### src/rtl/wb_pkg.sv
// Shared types and constants for the writeback path: register-file geometry,
// writeback source select and the registered writeback bundle.
`ifndef DATA_WIDTH
`define DATA_WIDTH 32
`endif

package wb_pkg;

    localparam int DATA_W     = `DATA_WIDTH;
    localparam int REG_ADDR_W = 4;
    localparam int NUM_REGS   = 1 << REG_ADDR_W;

    typedef enum logic [1:0] {
        WB_NONE,
        WB_ALU,
        WB_MEM
    } wb_src_e;

    typedef struct packed {
        logic                  valid;
        logic                  use_rw;
        logic [REG_ADDR_W-1:0] rw_addr;
        logic [DATA_W-1:0]     data;
        logic                  write_ps;
        logic                  ps;
    } wb_bundle_t;

endpackage

### src/rtl/load_queue.sv
// In-order FIFO of outstanding load destinations. Exposes every slot's
// valid bit and address so the parent can build a pending-register mask.
module load_queue #(
    parameter int DEPTH = 4,
    parameter int AW    = 4
) (
    input  logic                      clk_i,
    input  logic                      rst_i,
    input  logic                      push_i,
    input  logic                      pop_i,
    input  logic [AW-1:0]             addr_i,
    output logic [AW-1:0]             head_o,
    output logic                      full_o,
    output logic                      empty_o,
    output logic [DEPTH-1:0]          ent_valid_o,
    output logic [DEPTH-1:0][AW-1:0]  ent_addr_o
);

    localparam int PW = $clog2(DEPTH);
    localparam int CW = PW + 1;

    logic [PW-1:0]            wr_q, rd_q;
    logic [CW-1:0]            cnt_q;
    logic [DEPTH-1:0]         vld_q;
    logic [DEPTH-1:0][AW-1:0] addr_q;
    logic                     do_push, do_pop;

    assign full_o  = (cnt_q == CW'(DEPTH));
    assign empty_o = (cnt_q == '0);
    // No full-bypass: a pop in the same cycle does not make room for a push.
    assign do_push = push_i && !full_o;
    assign do_pop  = pop_i && !empty_o;

    assign head_o      = addr_q[rd_q];
    assign ent_valid_o = vld_q;
    assign ent_addr_o  = addr_q;

    always_ff @(posedge clk_i) begin
        if (rst_i) begin
            wr_q  <= '0;
            rd_q  <= '0;
            cnt_q <= '0;
            vld_q <= '0;
        end else begin
            if (do_push) begin
                vld_q[wr_q] <= 1'b1;
                wr_q        <= wr_q + 1'b1;
            end
            // Push and pop never hit the same slot: that needs empty or full.
            if (do_pop) begin
                vld_q[rd_q] <= 1'b0;
                rd_q        <= rd_q + 1'b1;
            end
            case ({do_push, do_pop})
                2'b10:   cnt_q <= cnt_q + CW'(1);
                2'b01:   cnt_q <= cnt_q - CW'(1);
                default: cnt_q <= cnt_q;
            endcase
        end
    end

    // Payload is qualified by vld_q, so it needs no reset.
    always_ff @(posedge clk_i) begin
        if (do_push) addr_q[wr_q] <= addr_i;
    end

endmodule

### src/rtl/writeback_unit.sv
// Merges single-cycle ALU results and in-order load returns into one
// registered writeback stream; tracks outstanding loads for hazard checks.
module writeback_unit #(
    parameter int DATA_WIDTH = wb_pkg::DATA_W,
    parameter int REG_ADDR_W = 4,
    parameter int LQ_DEPTH   = 4
) (
    input  logic                  clk,
    input  logic                  rst,
    input  logic                  alu_valid,
    output logic                  alu_ready,
    input  logic                  alu_use_rw,
    input  logic [REG_ADDR_W-1:0] alu_rw_addr,
    input  logic [DATA_WIDTH-1:0] alu_data,
    input  logic                  alu_write_ps,
    input  logic                  alu_ps,
    input  logic                  ld_issue_valid,
    output logic                  ld_issue_ready,
    input  logic [REG_ADDR_W-1:0] ld_rw_addr,
    input  logic                  mem_rsp_valid,
    input  logic [DATA_WIDTH-1:0] mem_rsp_data,
    output logic                  wb_valid,
    output logic                  wb_use_rw,
    output logic [REG_ADDR_W-1:0] wb_rw_addr,
    output logic [DATA_WIDTH-1:0] wb_data,
    output logic                  wb_write_ps,
    output logic                  wb_ps,
    output logic [15:0]           pending_mask,
    output logic                  rsp_underflow
);

    import wb_pkg::*;

    logic [REG_ADDR_W-1:0]               lq_head;
    logic                                lq_full, lq_empty;
    logic [LQ_DEPTH-1:0]                 lq_vld;
    logic [LQ_DEPTH-1:0][REG_ADDR_W-1:0] lq_addr;

    wb_src_e    src;
    wb_bundle_t wb_d, wb_q;
    logic       underflow_q;

    load_queue #(
        .DEPTH (LQ_DEPTH),
        .AW    (REG_ADDR_W)
    ) u_lq (
        .clk_i       (clk),
        .rst_i       (rst),
        .push_i      (ld_issue_valid),
        .pop_i       (src == WB_MEM),
        .addr_i      (ld_rw_addr),
        .head_o      (lq_head),
        .full_o      (lq_full),
        .empty_o     (lq_empty),
        .ent_valid_o (lq_vld),
        .ent_addr_o  (lq_addr)
    );

    // Load returns cannot be back-pressured, so they win; a response with no
    // matching load is dropped and must not stall the ALU.
    always_comb begin
        src = WB_NONE;
        if (mem_rsp_valid && !lq_empty) src = WB_MEM;
        else if (alu_valid)             src = WB_ALU;
    end

    assign alu_ready      = !(mem_rsp_valid && !lq_empty);
    assign ld_issue_ready = !lq_full;

    always_comb begin
        wb_d       = wb_q;
        wb_d.valid = 1'b0;
        case (src)
            WB_MEM: begin
                wb_d.valid    = 1'b1;
                wb_d.use_rw   = 1'b1;
                wb_d.rw_addr  = lq_head;
                wb_d.data     = mem_rsp_data;
                wb_d.write_ps = 1'b0;
                wb_d.ps       = 1'b0;
            end
            WB_ALU: begin
                wb_d.valid    = 1'b1;
                wb_d.use_rw   = alu_use_rw;
                wb_d.rw_addr  = alu_rw_addr;
                wb_d.data     = alu_data;
                wb_d.write_ps = alu_write_ps;
                wb_d.ps       = alu_ps;
            end
            default: ;
        endcase
    end

    always_ff @(posedge clk) begin
        if (rst) begin
            wb_q        <= '0;
            underflow_q <= 1'b0;
        end else begin
            wb_q <= wb_d;
            if (mem_rsp_valid && lq_empty) underflow_q <= 1'b1;
        end
    end

    always_comb begin
        pending_mask = '0;
        for (int i = 0; i < LQ_DEPTH; i++) begin
            if (lq_vld[i]) pending_mask[lq_addr[i]] = 1'b1;
        end
    end

    assign wb_valid      = wb_q.valid;
    assign wb_use_rw     = wb_q.use_rw;
    assign wb_rw_addr    = wb_q.rw_addr;
    assign wb_data       = wb_q.data;
    assign wb_write_ps   = wb_q.write_ps;
    assign wb_ps         = wb_q.ps;
    assign rsp_underflow = underflow_q;

endmodule
### config.mk
export PLATFORM = sky130hd
export DESIGN_NAME = writeback_unit
export DESIGN_NICKNAME = d
export VERILOG_FILES = /design/src/rtl/wb_pkg.sv /design/src/rtl/load_queue.sv /design/src/rtl/writeback_unit.sv
export SDC_FILE = /design/constraint.sdc
export NUM_CORES = 1
export LEC_CHECK = 0
export ABC_AREA = 0
export CAP_MARGIN = 20
export CORE_AREA = 3 3 130 107
export DETAILED_ROUTE_END_ITERATION = 7
export DIE_AREA = 0 0 133 110
export SYNTH_ARGS = -nofsm -noshare
export SYNTH_HDL_FRONTEND = slang
export SYNTH_HIERARCHICAL = 1
export SYNTH_SLANG_ARGS = --single-unit
### constraint.sdc
create_clock -name clk -period 3.3 [get_ports clk]
set_input_delay 0.99 -clock clk [delete_from_list [all_inputs] [get_ports clk]]
set_output_delay 0.99 -clock clk [all_outputs]
set_load 0.02 [all_outputs]
==> flow_results.xml, run 1 <==
<?xml version="1.0" encoding="UTF-8"?>
<metrics>
  <group name="global_routing">
    <metric name="grt_use_total" unit="">0.1319</metric>
    <metric name="antenna_violations_before_repair" unit="">0</metric>
    <metric name="grt_pass1_vias" unit="">3036</metric>
    <metric name="grt_max_degree" unit="">74</metric>
    <metric name="grt_overflow" unit="">0</metric>
    <metric name="grt_first_pass_wirelength" unit="um">15660</metric>
  </group>
  <group name="clock_network">
    <metric name="cts.root.buffer_cell" unit="">sky130_fd_sc_hd__clkbuf_16</metric>
    <metric name="post-cts-setup-buffers" unit="">0</metric>
    <metric name="tritoncts_num_sinks" unit="">68</metric>
    <metric name="clk_latency" unit="ns">0.32</metric>
    <metric name="tritoncts" unit="">built</metric>
    <metric name="cts.clk_slew.worst_paths" unit="ns">0.05</metric>
    <metric name="cts_max_level" unit="">3</metric>
    <metric name="cts.path.max_buffers" unit="">2</metric>
    <metric name="cts-buffers-inserted" unit="">9</metric>
  </group>
  <group name="setup_path">
    <metric name="crit_top_cell" unit="">sky130_fd_sc_hd__clkdlybuf4s50_1</metric>
    <metric name="critical_path_top_delay_cell" unit="">sky130_fd_sc_hd__clkdlybuf4s50_1</metric>
    <metric name="timing.rr.start" unit="">u_lq/cnt_q[2]$_SDFFE_PP0P_</metric>
    <metric name="critPathTopFamily" unit="">buffers and inverters</metric>
    <metric name="end_kind" unit="">primary output</metric>
    <metric name="worstSetupStartpoint" unit="">mem_rsp_valid</metric>
    <metric name="cp_cell_instances" unit="">clkdlybuf4s50_1 &gt; nor2b_4 &gt; inv_2 &gt; clkdlybuf4s50_1</metric>
    <metric name="path_max_fanout" unit="">3</metric>
    <metric name="worst_setup_path_start_kind" unit="">input port</metric>
    <metric name="critPathArrivalTime" unit="ns">2.24</metric>
    <metric name="worst_ep_required_time" unit="ns">2.31</metric>
    <metric name="criticalPathCategory" unit="">in -&gt; out</metric>
    <metric name="cp.buffers_inverters" unit="">3</metric>
    <metric name="timing.critical_path.slowest_cell_delay" unit="ns">0.61</metric>
  </group>
  <group name="sta">
    <metric name="fin_worst_skew" unit="ns">0.004109</metric>
    <metric name="final_max_slew_viol_count" unit="">0</metric>
    <metric name="hold_viol_final" unit="">0</metric>
    <metric name="fmax" unit="MHz">309.7</metric>
    <metric name="post-route-min-period" unit="ns">3.229</metric>
    <metric name="fin_hold_ws" unit="ns">0.4862</metric>
    <metric name="timing_worst_slew_pin_value" unit="ns">0.9030</metric>
    <metric name="report.final.setup_viol" unit="">0</metric>
    <metric name="finalCritPeriodShare" unit="">0.9785</metric>
    <metric name="timing.slew.headroom" unit="">0.3980</metric>
  </group>
  <group name="layout">
    <metric name="area_of_the_multi_input_gates" unit="um^2">1939</metric>
    <metric name="final_net_count" unit="">560</metric>
    <metric name="area.sequential" unit="um^2">1521</metric>
    <metric name="finish.instance_area" unit="um^2">5454</metric>
    <metric name="area.growth.synth_to_final" unit="%">49.23</metric>
    <metric name="n_antenna_cell" unit="">0</metric>
    <metric name="final_non_filler_cell_total" unit="">650</metric>
    <metric name="layout.filler_cells" unit="">1225</metric>
    <metric name="layout-drive-gt1-share" unit="">0.1516</metric>
  </group>
  <group name="drt">
    <metric name="detailedRoute.firstPassIterationCount" unit="">4</metric>
    <metric name="vias" unit="">3163</metric>
    <metric name="drt-total-wl" unit="um">10320</metric>
    <metric name="drc_errors" unit="">0</metric>
    <metric name="dr.first_iter.drc_count" unit="">185</metric>
    <metric name="post_drt_via_cell_ratio" unit="">4.866</metric>
    <metric name="detail_route.wl_per_cell" unit="um">15.88</metric>
    <metric name="drt.antenna.violating_nets" unit="">0</metric>
  </group>
  <group name="floorplanning">
    <metric name="num_rows" unit="">37</metric>
    <metric name="design.core.area" unit="um^2">12730</metric>
    <metric name="die_area" unit="um^2">14630</metric>
    <metric name="die_height" unit="um">110</metric>
    <metric name="floorplan.initialDensity" unit="">0.2871</metric>
    <metric name="overall_die_width" unit="um">133</metric>
    <metric name="floorplan.io_pins" unit="">139</metric>
  </group>
  <group name="placed_design">
    <metric name="gp_routability_congestion" unit="">0.8767</metric>
    <metric name="placedCellCount" unit="">634</metric>
    <metric name="io_buffer_count" unit="">138</metric>
    <metric name="place_hpwl" unit="um">7632</metric>
    <metric name="placed_area" unit="um^2">5165</metric>
  </group>
  <group name="power">
    <metric name="vdd.ir_drop.worst" unit="mV">0.3460</metric>
    <metric name="cellPowerDensity" unit="nW/um^2">609.7</metric>
    <metric name="power.static_leakage" unit="nW">2.047</metric>
    <metric name="total_power_after_layout" unit="mW">3.325</metric>
  </group>
  <group name="yosys">
    <metric name="yosys_register_bits" unit="">68</metric>
    <metric name="netlist_top_cells_area" unit="">sky130_fd_sc_hd__dfxtp_1 (28%), sky130_fd_sc_hd__edfxtp_1 (13%), sky130_fd_sc_hd__a211oi_2 (11%), sky130_fd_sc_hd__mux2i_1 (11%), sky130_fd_sc_hd__nor2_1 (5.0%)</metric>
    <metric name="number_of_enable_flip_flop_cells_after_synthesis" unit="">16</metric>
    <metric name="synth_fp_nets" unit="">427</metric>
    <metric name="ys_async_sr_fraction" unit="">0</metric>
    <metric name="sequential_to_total_area_share_from_yosys_stat" unit="">0.4163</metric>
    <metric name="number_of_library_cell_types_mapped_by_synthesis" unit="">48</metric>
    <metric name="synth.cell_area" unit="um^2">3655</metric>
    <metric name="synth.avg_cell_area" unit="um^2">10.84</metric>
    <metric name="synth_top_cell_area_share" unit="">0.2848</metric>
    <metric name="postSynthCellCount" unit="">337</metric>
    <metric name="dominant_register_cell_in_the_synthesized_netlist" unit="">sky130_fd_sc_hd__dfxtp_1</metric>
    <metric name="netlist.top_cell.by_area" unit="">sky130_fd_sc_hd__dfxtp_1</metric>
    <metric name="synth_warnings" unit="">6</metric>
  </group>
  <group name="outcome">
    <metric name="run_status" unit="">complete, no violations</metric>
  </group>
  <group name="flow_run">
    <metric name="drv.max_cap_violation_count" unit="">0</metric>
  </group>
  <group name="worst_hold_path">
    <metric name="hold_class" unit="">reg -&gt; reg</metric>
    <metric name="timing.hold.worst.start" unit="">rsp_underflow$_SDFFE_PP0P_</metric>
  </group>
</metrics>
[metrics by stage]
stage | setup slack [ns] | TNS [ns] | utilization
floorplan | 0.5145 | 0 | -
global placement | 0.04156 | 0 | 0.4057
detailed placement | 0.05659 | 0 | 0.4057
CTS | 0.04830 | 0 | 0.4280
global route | -0.007606 | -0.009008 | 0.4284
finish | 0.07099 | 0 | 0.4284
[final cells by class]
type,count,share of cell area
Clock buffer,11,0.04267
Clock inverter,5,0.009406
Inverter,15,0.01032
Multi-Input combinational cell,233,0.3556
Sequential cell,68,0.2790
Tap cell,175,0.04015
Timing Repair Buffer,143,0.2629
[cells by family (layout without fill, tap and decap cells)]
group | after synthesis | in the layout | share of synthesized area
compound gates | 83 | 83 | 0.2167
xor+xnor | 3 | 3 | 0.007191
fa+ha+maj | 10 | 10 | 0.03629
buf+inv | 36 | 174 | 0.05443
flops | 68 | 68 | 0.4163
mux | 45 | 45 | 0.1383
simple gates | 92 | 92 | 0.1308
[worst register-to-register path, cell delays in order (launching register included)]
cell                      delay [ns]
sky130_fd_sc_hd__dfxtp_1        0.39
sky130_fd_sc_hd__or3b_4         0.44
sky130_fd_sc_hd__and2_4         0.19
sky130_fd_sc_hd__inv_1          0.05
sky130_fd_sc_hd__ha_1           0.17
sky130_fd_sc_hd__inv_1          0.06
sky130_fd_sc_hd__fa_1           0.37
sky130_fd_sc_hd__xor2_1         0.17
sky130_fd_sc_hd__or3_2          0.42
sky130_fd_sc_hd__a21oi_1        0.14
[where the power goes]
part	internal, mW	leakage (nW)	switching (mW)
clock network	0.582	0.144	0.342
logic	0.603	1.33	0.648
registers	1.03	0.577	0.123
total	2.21	2.05	1.11
[what timing repair did]
item                                    4_1_cts  5_1_grt
resized for setup                             0        1
endpoints found under the setup margin        0        4
hold buffers                                  0        0
[final timing paths]
check / to / slack, ns / depth (start not counted)
worst max-delay path: alu_ready / 0.07 / 4
worst min-delay path: rsp_underflow$_SDFFE_PP0P_ / 0.49 / 2
worst max register to register: u_lq/cnt_q[2]$_SDFFE_PP0P_ / 0.84 / 9
worst min register to register: rsp_underflow$_SDFFE_PP0P_ / 0.49 / 2
[state kept, by name, summed over array words and instances, names as in the netlist]
signal / count
wb_data: 32
u_lq/ent_addr_o: 16
u_lq/ent_valid_o: 4
wb_rw_addr: 4
u_lq/cnt_q: 3
u_lq/rd_q: 2
u_lq/wr_q: 2
rsp_underflow: 1
wb_ps: 1
wb_use_rw: 1
wb_valid: 1
wb_write_ps: 1
[layer usage]
metal,wire [um],up-vias,global-route usage
met5,0,-,0
met4,94,0,0.03487
met3,532,7,0.03358
met2,5033,97,0.2257
met1,4661,1528,0.1675
li1,-,1531,-
[cell usage after synthesis (2+ instances only)]
master,instances
sky130_fd_sc_hd__a21oi_1,8
sky130_fd_sc_hd__nor2_1,49
sky130_fd_sc_hd__nand3b_1,4
sky130_fd_sc_hd__dfxtp_1,52
sky130_fd_sc_hd__and3_2,4
sky130_fd_sc_hd__o21a_1,4
sky130_fd_sc_hd__ha_1,9
sky130_fd_sc_hd__or3b_2,2
sky130_fd_sc_hd__nor3b_1,2
sky130_fd_sc_hd__nand2b_1,2
sky130_fd_sc_hd__clkbuf_1,4
sky130_fd_sc_hd__a211oi_1,4
sky130_fd_sc_hd__a22oi_1,9
sky130_fd_sc_hd__and3_1,3
sky130_fd_sc_hd__buf_4,7
sky130_fd_sc_hd__a32oi_1,5
sky130_fd_sc_hd__and3b_1,4
sky130_fd_sc_hd__buf_6,4
sky130_fd_sc_hd__edfxtp_1,16
sky130_fd_sc_hd__mux2i_1,40
sky130_fd_sc_hd__nor2b_1,4
sky130_fd_sc_hd__mux4_2,4
sky130_fd_sc_hd__inv_1,14
sky130_fd_sc_hd__a211oi_2,32
sky130_fd_sc_hd__xor2_1,2
sky130_fd_sc_hd__nand3_1,2
sky130_fd_sc_hd__nand2_1,6
sky130_fd_sc_hd__o221ai_1,14
sky130_fd_sc_hd__nor3_1,3
sky130_fd_sc_hd__buf_2,6
[placed cells by master, fill, tap and decap left out, drive strengths merged, types with 2 or more instances in the layout]
cell / instances
nand3: 2
nor3b: 2
inv: 16
a32oi: 5
nand2: 6
nor3: 3
o221ai: 14
and3b: 4
nor2b: 5
nand3b: 4
mux4: 4
and2: 2
o21a: 4
edfxtp: 16
nor2: 49
a22oi: 9
a211oi: 36
mux2i: 40
dfxtp: 52
and3: 7
xor2: 2
a21oi: 8
clkbuf: 11
clkdlybuf4s50: 136
nand2b: 2
or3b: 3
ha: 9
clkinv: 3
buf: 7
No activity file was read; power rests on OpenSTA's default activity.
==> inputs of run 2 (changes only) <==
Settings changed: SKIP_LAST_GASP set to 1.
==> results of run 2 <==
The final DEF is identical to that of run 1; final timing and power are the same.
==> inputs of run 3 (changes only) <==
Settings changed: SETUP_SLACK_MARGIN set to 0.05, SLEW_MARGIN set to 40.
==> flow_results.xml, run 3 (synthesis gave the netlist of run 1 again) <==
<?xml version="1.0" encoding="UTF-8"?>
<metrics>
  <group name="sta">
    <metric name="unrepaired_setup_endpoints_after_global_routing" unit="">no</metric>
    <metric name="fin_worst_skew" unit="ns">0.003768</metric>
    <metric name="finalCritPeriodShare" unit="">0.9263</metric>
    <metric name="timing.final.ws_setup" unit="ns">0.2433</metric>
    <metric name="final_max_slew_viol_count" unit="">0</metric>
    <metric name="hold_viol_final" unit="">0</metric>
    <metric name="report.final.setup_viol" unit="">0</metric>
    <metric name="setup_tns" unit="ns">0</metric>
    <metric name="post-route-min-period" unit="ns">3.057</metric>
    <metric name="timing.slew.headroom" unit="">0.4766</metric>
    <metric name="timing_worst_slew_pin_value" unit="ns">0.7851</metric>
    <metric name="fmax" unit="MHz">327.1</metric>
  </group>
  <group name="setup_path">
    <metric name="critical_path.reg2reg.endpoint" unit="">u_lq/cnt_q[2]$_SDFFE_PP0P_</metric>
    <metric name="r2r_setup_slack" unit="ns">0.84</metric>
    <metric name="path_max_fanout" unit="">8</metric>
    <metric name="worstSetupStartpoint" unit="">u_lq/ent_addr_o[5]$_DFFE_PP_</metric>
    <metric name="reg2reg_depth" unit="">9</metric>
    <metric name="timing.rr.start" unit="">u_lq/cnt_q[2]$_SDFFE_PP0P_</metric>
    <metric name="worst_ep_required_time" unit="ns">2.31</metric>
    <metric name="setup.worst_path.end" unit="">pending_mask[10]</metric>
    <metric name="criticalPathCategory" unit="">reg -&gt; out</metric>
    <metric name="end_kind" unit="">primary output</metric>
    <metric name="critPathArrivalTime" unit="ns">2.07</metric>
    <metric name="worst_setup_path_start_kind" unit="">flip-flop</metric>
  </group>
  <group name="power">
    <metric name="share_comb_of_total_power" unit="">0.380</metric>
    <metric name="power.static_leakage" unit="nW">2.133</metric>
    <metric name="power.net_switching" unit="mW">1.114</metric>
    <metric name="cellPowerDensity" unit="nW/um^2">609.0</metric>
    <metric name="power.share.clock" unit="">0.276</metric>
    <metric name="sequential_share_of_power" unit="">0.344</metric>
    <metric name="vdd.ir_drop.worst" unit="mV">0.2897</metric>
    <metric name="cell_internal_pwr" unit="mW">2.227</metric>
    <metric name="total_power_after_layout" unit="mW">3.341</metric>
    <metric name="power.share.switching" unit="">0.3335</metric>
  </group>
  <group name="layout">
    <metric name="area_of_the_multi_input_gates" unit="um^2">1939</metric>
    <metric name="area.sequential" unit="um^2">1521</metric>
    <metric name="n_antenna_cell" unit="">0</metric>
    <metric name="final_core_utilization" unit="">0.4310</metric>
    <metric name="highest_count_cells_in_the_layout_ignoring_fill_and_taps" unit="">sky130_fd_sc_hd__clkdlybuf4s50_1 (131), sky130_fd_sc_hd__dfxtp_1 (52), sky130_fd_sc_hd__nor2_1 (49), sky130_fd_sc_hd__mux2i_1 (40), sky130_fd_sc_hd__a211oi_2 (32)</metric>
    <metric name="layout.cells.most_common" unit="">sky130_fd_sc_hd__clkdlybuf4s50_1</metric>
    <metric name="final_net_count" unit="">561</metric>
    <metric name="final_non_filler_cell_total" unit="">651</metric>
    <metric name="area.growth.synth_to_final" unit="%">50.12</metric>
    <metric name="max_ffs_per_register" unit="">32</metric>
    <metric name="layout-drive-gt1-share" unit="">0.1534</metric>
    <metric name="layout.filler_cells" unit="">1202</metric>
  </group>
  <group name="outcome">
    <metric name="run_status" unit="">complete, no violations</metric>
  </group>
  <group name="floorplanning">
    <metric name="die_area" unit="um^2">14630</metric>
    <metric name="floorplan.initialDensity" unit="">0.2871</metric>
    <metric name="overall_die_width" unit="um">133</metric>
    <metric name="design.core.area" unit="um^2">12730</metric>
    <metric name="floorplan.io_pins" unit="">139</metric>
    <metric name="die_height" unit="um">110</metric>
    <metric name="num_rows" unit="">37</metric>
  </group>
  <group name="clock_network">
    <metric name="cts-buffers-inserted" unit="">9</metric>
    <metric name="cts_max_level" unit="">3</metric>
    <metric name="cts.clk_slew.worst_paths" unit="ns">0.06</metric>
    <metric name="clk_latency" unit="ns">0.32</metric>
    <metric name="cts.path.max_buffers" unit="">2</metric>
    <metric name="cts.hold.buffers_added" unit="">0</metric>
    <metric name="tritoncts_num_sinks" unit="">68</metric>
    <metric name="cts.root.buffer_cell" unit="">sky130_fd_sc_hd__clkbuf_16</metric>
    <metric name="tritoncts" unit="">built</metric>
  </group>
  <group name="drt">
    <metric name="post_drt_via_cell_ratio" unit="">4.856</metric>
    <metric name="drt-total-wl" unit="um">10260</metric>
    <metric name="drt.antenna.violating_nets" unit="">0</metric>
    <metric name="dr.first_iter.drc_count" unit="">187</metric>
    <metric name="detail_route.wl_per_cell" unit="um">15.76</metric>
    <metric name="vias" unit="">3161</metric>
    <metric name="detailedRoute.firstPassIterationCount" unit="">4</metric>
    <metric name="drc_errors" unit="">0</metric>
  </group>
  <group name="placed_design">
    <metric name="gp_routability_congestion" unit="">0.8767</metric>
    <metric name="placedCellCount" unit="">635</metric>
    <metric name="io_buffer_count" unit="">138</metric>
    <metric name="place_hpwl" unit="um">7729</metric>
    <metric name="worst_setup_timing_slack_at_the_placement_stage" unit="ns">0.05846</metric>
  </group>
  <group name="flow_run">
    <metric name="drv.max_cap_violation_count" unit="">0</metric>
  </group>
  <group name="global_routing">
    <metric name="grt_max_degree" unit="">45</metric>
    <metric name="grt_use_total" unit="">0.1315</metric>
    <metric name="antenna_violations_before_repair" unit="">0</metric>
    <metric name="grt_pass1_vias" unit="">3002</metric>
    <metric name="grt_first_pass_wirelength" unit="um">15500</metric>
    <metric name="grt_overflow" unit="">0</metric>
  </group>
  <group name="worst_hold_path">
    <metric name="hold_class" unit="">reg -&gt; reg</metric>
  </group>
</metrics>
run 3: power groups by stage:
| stage | Sequential, mW | Clock [mW] | Combinational, mW |
|---|---|---|---|
| after detailed placement | 1.17 | 0 | 1.29 |
| after CTS | 1.15 | 0.961 | 1.29 |
| after floorplan | 1.30 | 0 | 0.662 |
| after global routing | 1.18 | 0.991 | 1.37 |
| after global placement | 1.16 | 0 | 1.25 |
| final | 1.15 | 0.922 | 1.27 |
run 3: layer usage:
| layer | GRT usage | part of all wire |
|---|---|---|
| met1 | 0.1674 | 0.44 |
| met5 | 0 | 0 |
| met4 | 0.03932 | 0.0075 |
| met2 | 0.2210 | 0.49 |
| met3 | 0.03494 | 0.060 |
run 3: worst min path at each step:
stage                                    from                              to  cells past startpoint
6_report           rsp_underflow$_SDFFE_PP0P_      rsp_underflow$_SDFFE_PP0P_                      2
5_1_grt            rsp_underflow$_SDFFE_PP0P_      rsp_underflow$_SDFFE_PP0P_                      2
4_1_cts            rsp_underflow$_SDFFE_PP0P_      rsp_underflow$_SDFFE_PP0P_                      2
3_5_place_dp       rsp_underflow$_SDFFE_PP0P_      rsp_underflow$_SDFFE_PP0P_                      2
3_3_place_gp       rsp_underflow$_SDFFE_PP0P_      rsp_underflow$_SDFFE_PP0P_                      2
2_1_floorplan  u_lq/ent_valid_o[1]$_SDFF_PP0_  u_lq/ent_valid_o[1]$_SDFF_PP0_                      1
run 3: metrics by stage:
step | instance area (um^2) | hold slack, ns
finish | 5487 | 0.4817
CTS | 5469 | 0.4931
global placement | 5165 | 0.4639
floorplan | 3655 | 0.4761
detailed placement | 5185 | 0.4649
global route | 5487 | 0.5390
run 3: final cells by class:
class,instances,area share
Clock buffer,11,0.04242
Clock inverter,5,0.009350
Inverter,15,0.01026
Multi-Input combinational cell,233,0.3535
Sequential cell,68,0.2773
Tap cell,175,0.03991
Timing Repair Buffer,144,0.2673
run 3: what timing repair did:
action	CTS	global route
setup buffers	0	0
setup endpoints to repair	0	5
gates resized for setup	0	6
run 3: critical path, cell delays in order, from the launching register on:
cell and delay [ns]:
sky130_fd_sc_hd__edfxtp_1 0.51, sky130_fd_sc_hd__nor2b_1 0.34, sky130_fd_sc_hd__a22oi_1 0.15, sky130_fd_sc_hd__o221ai_1 0.10, sky130_fd_sc_hd__clkdlybuf4s50_1 0.65
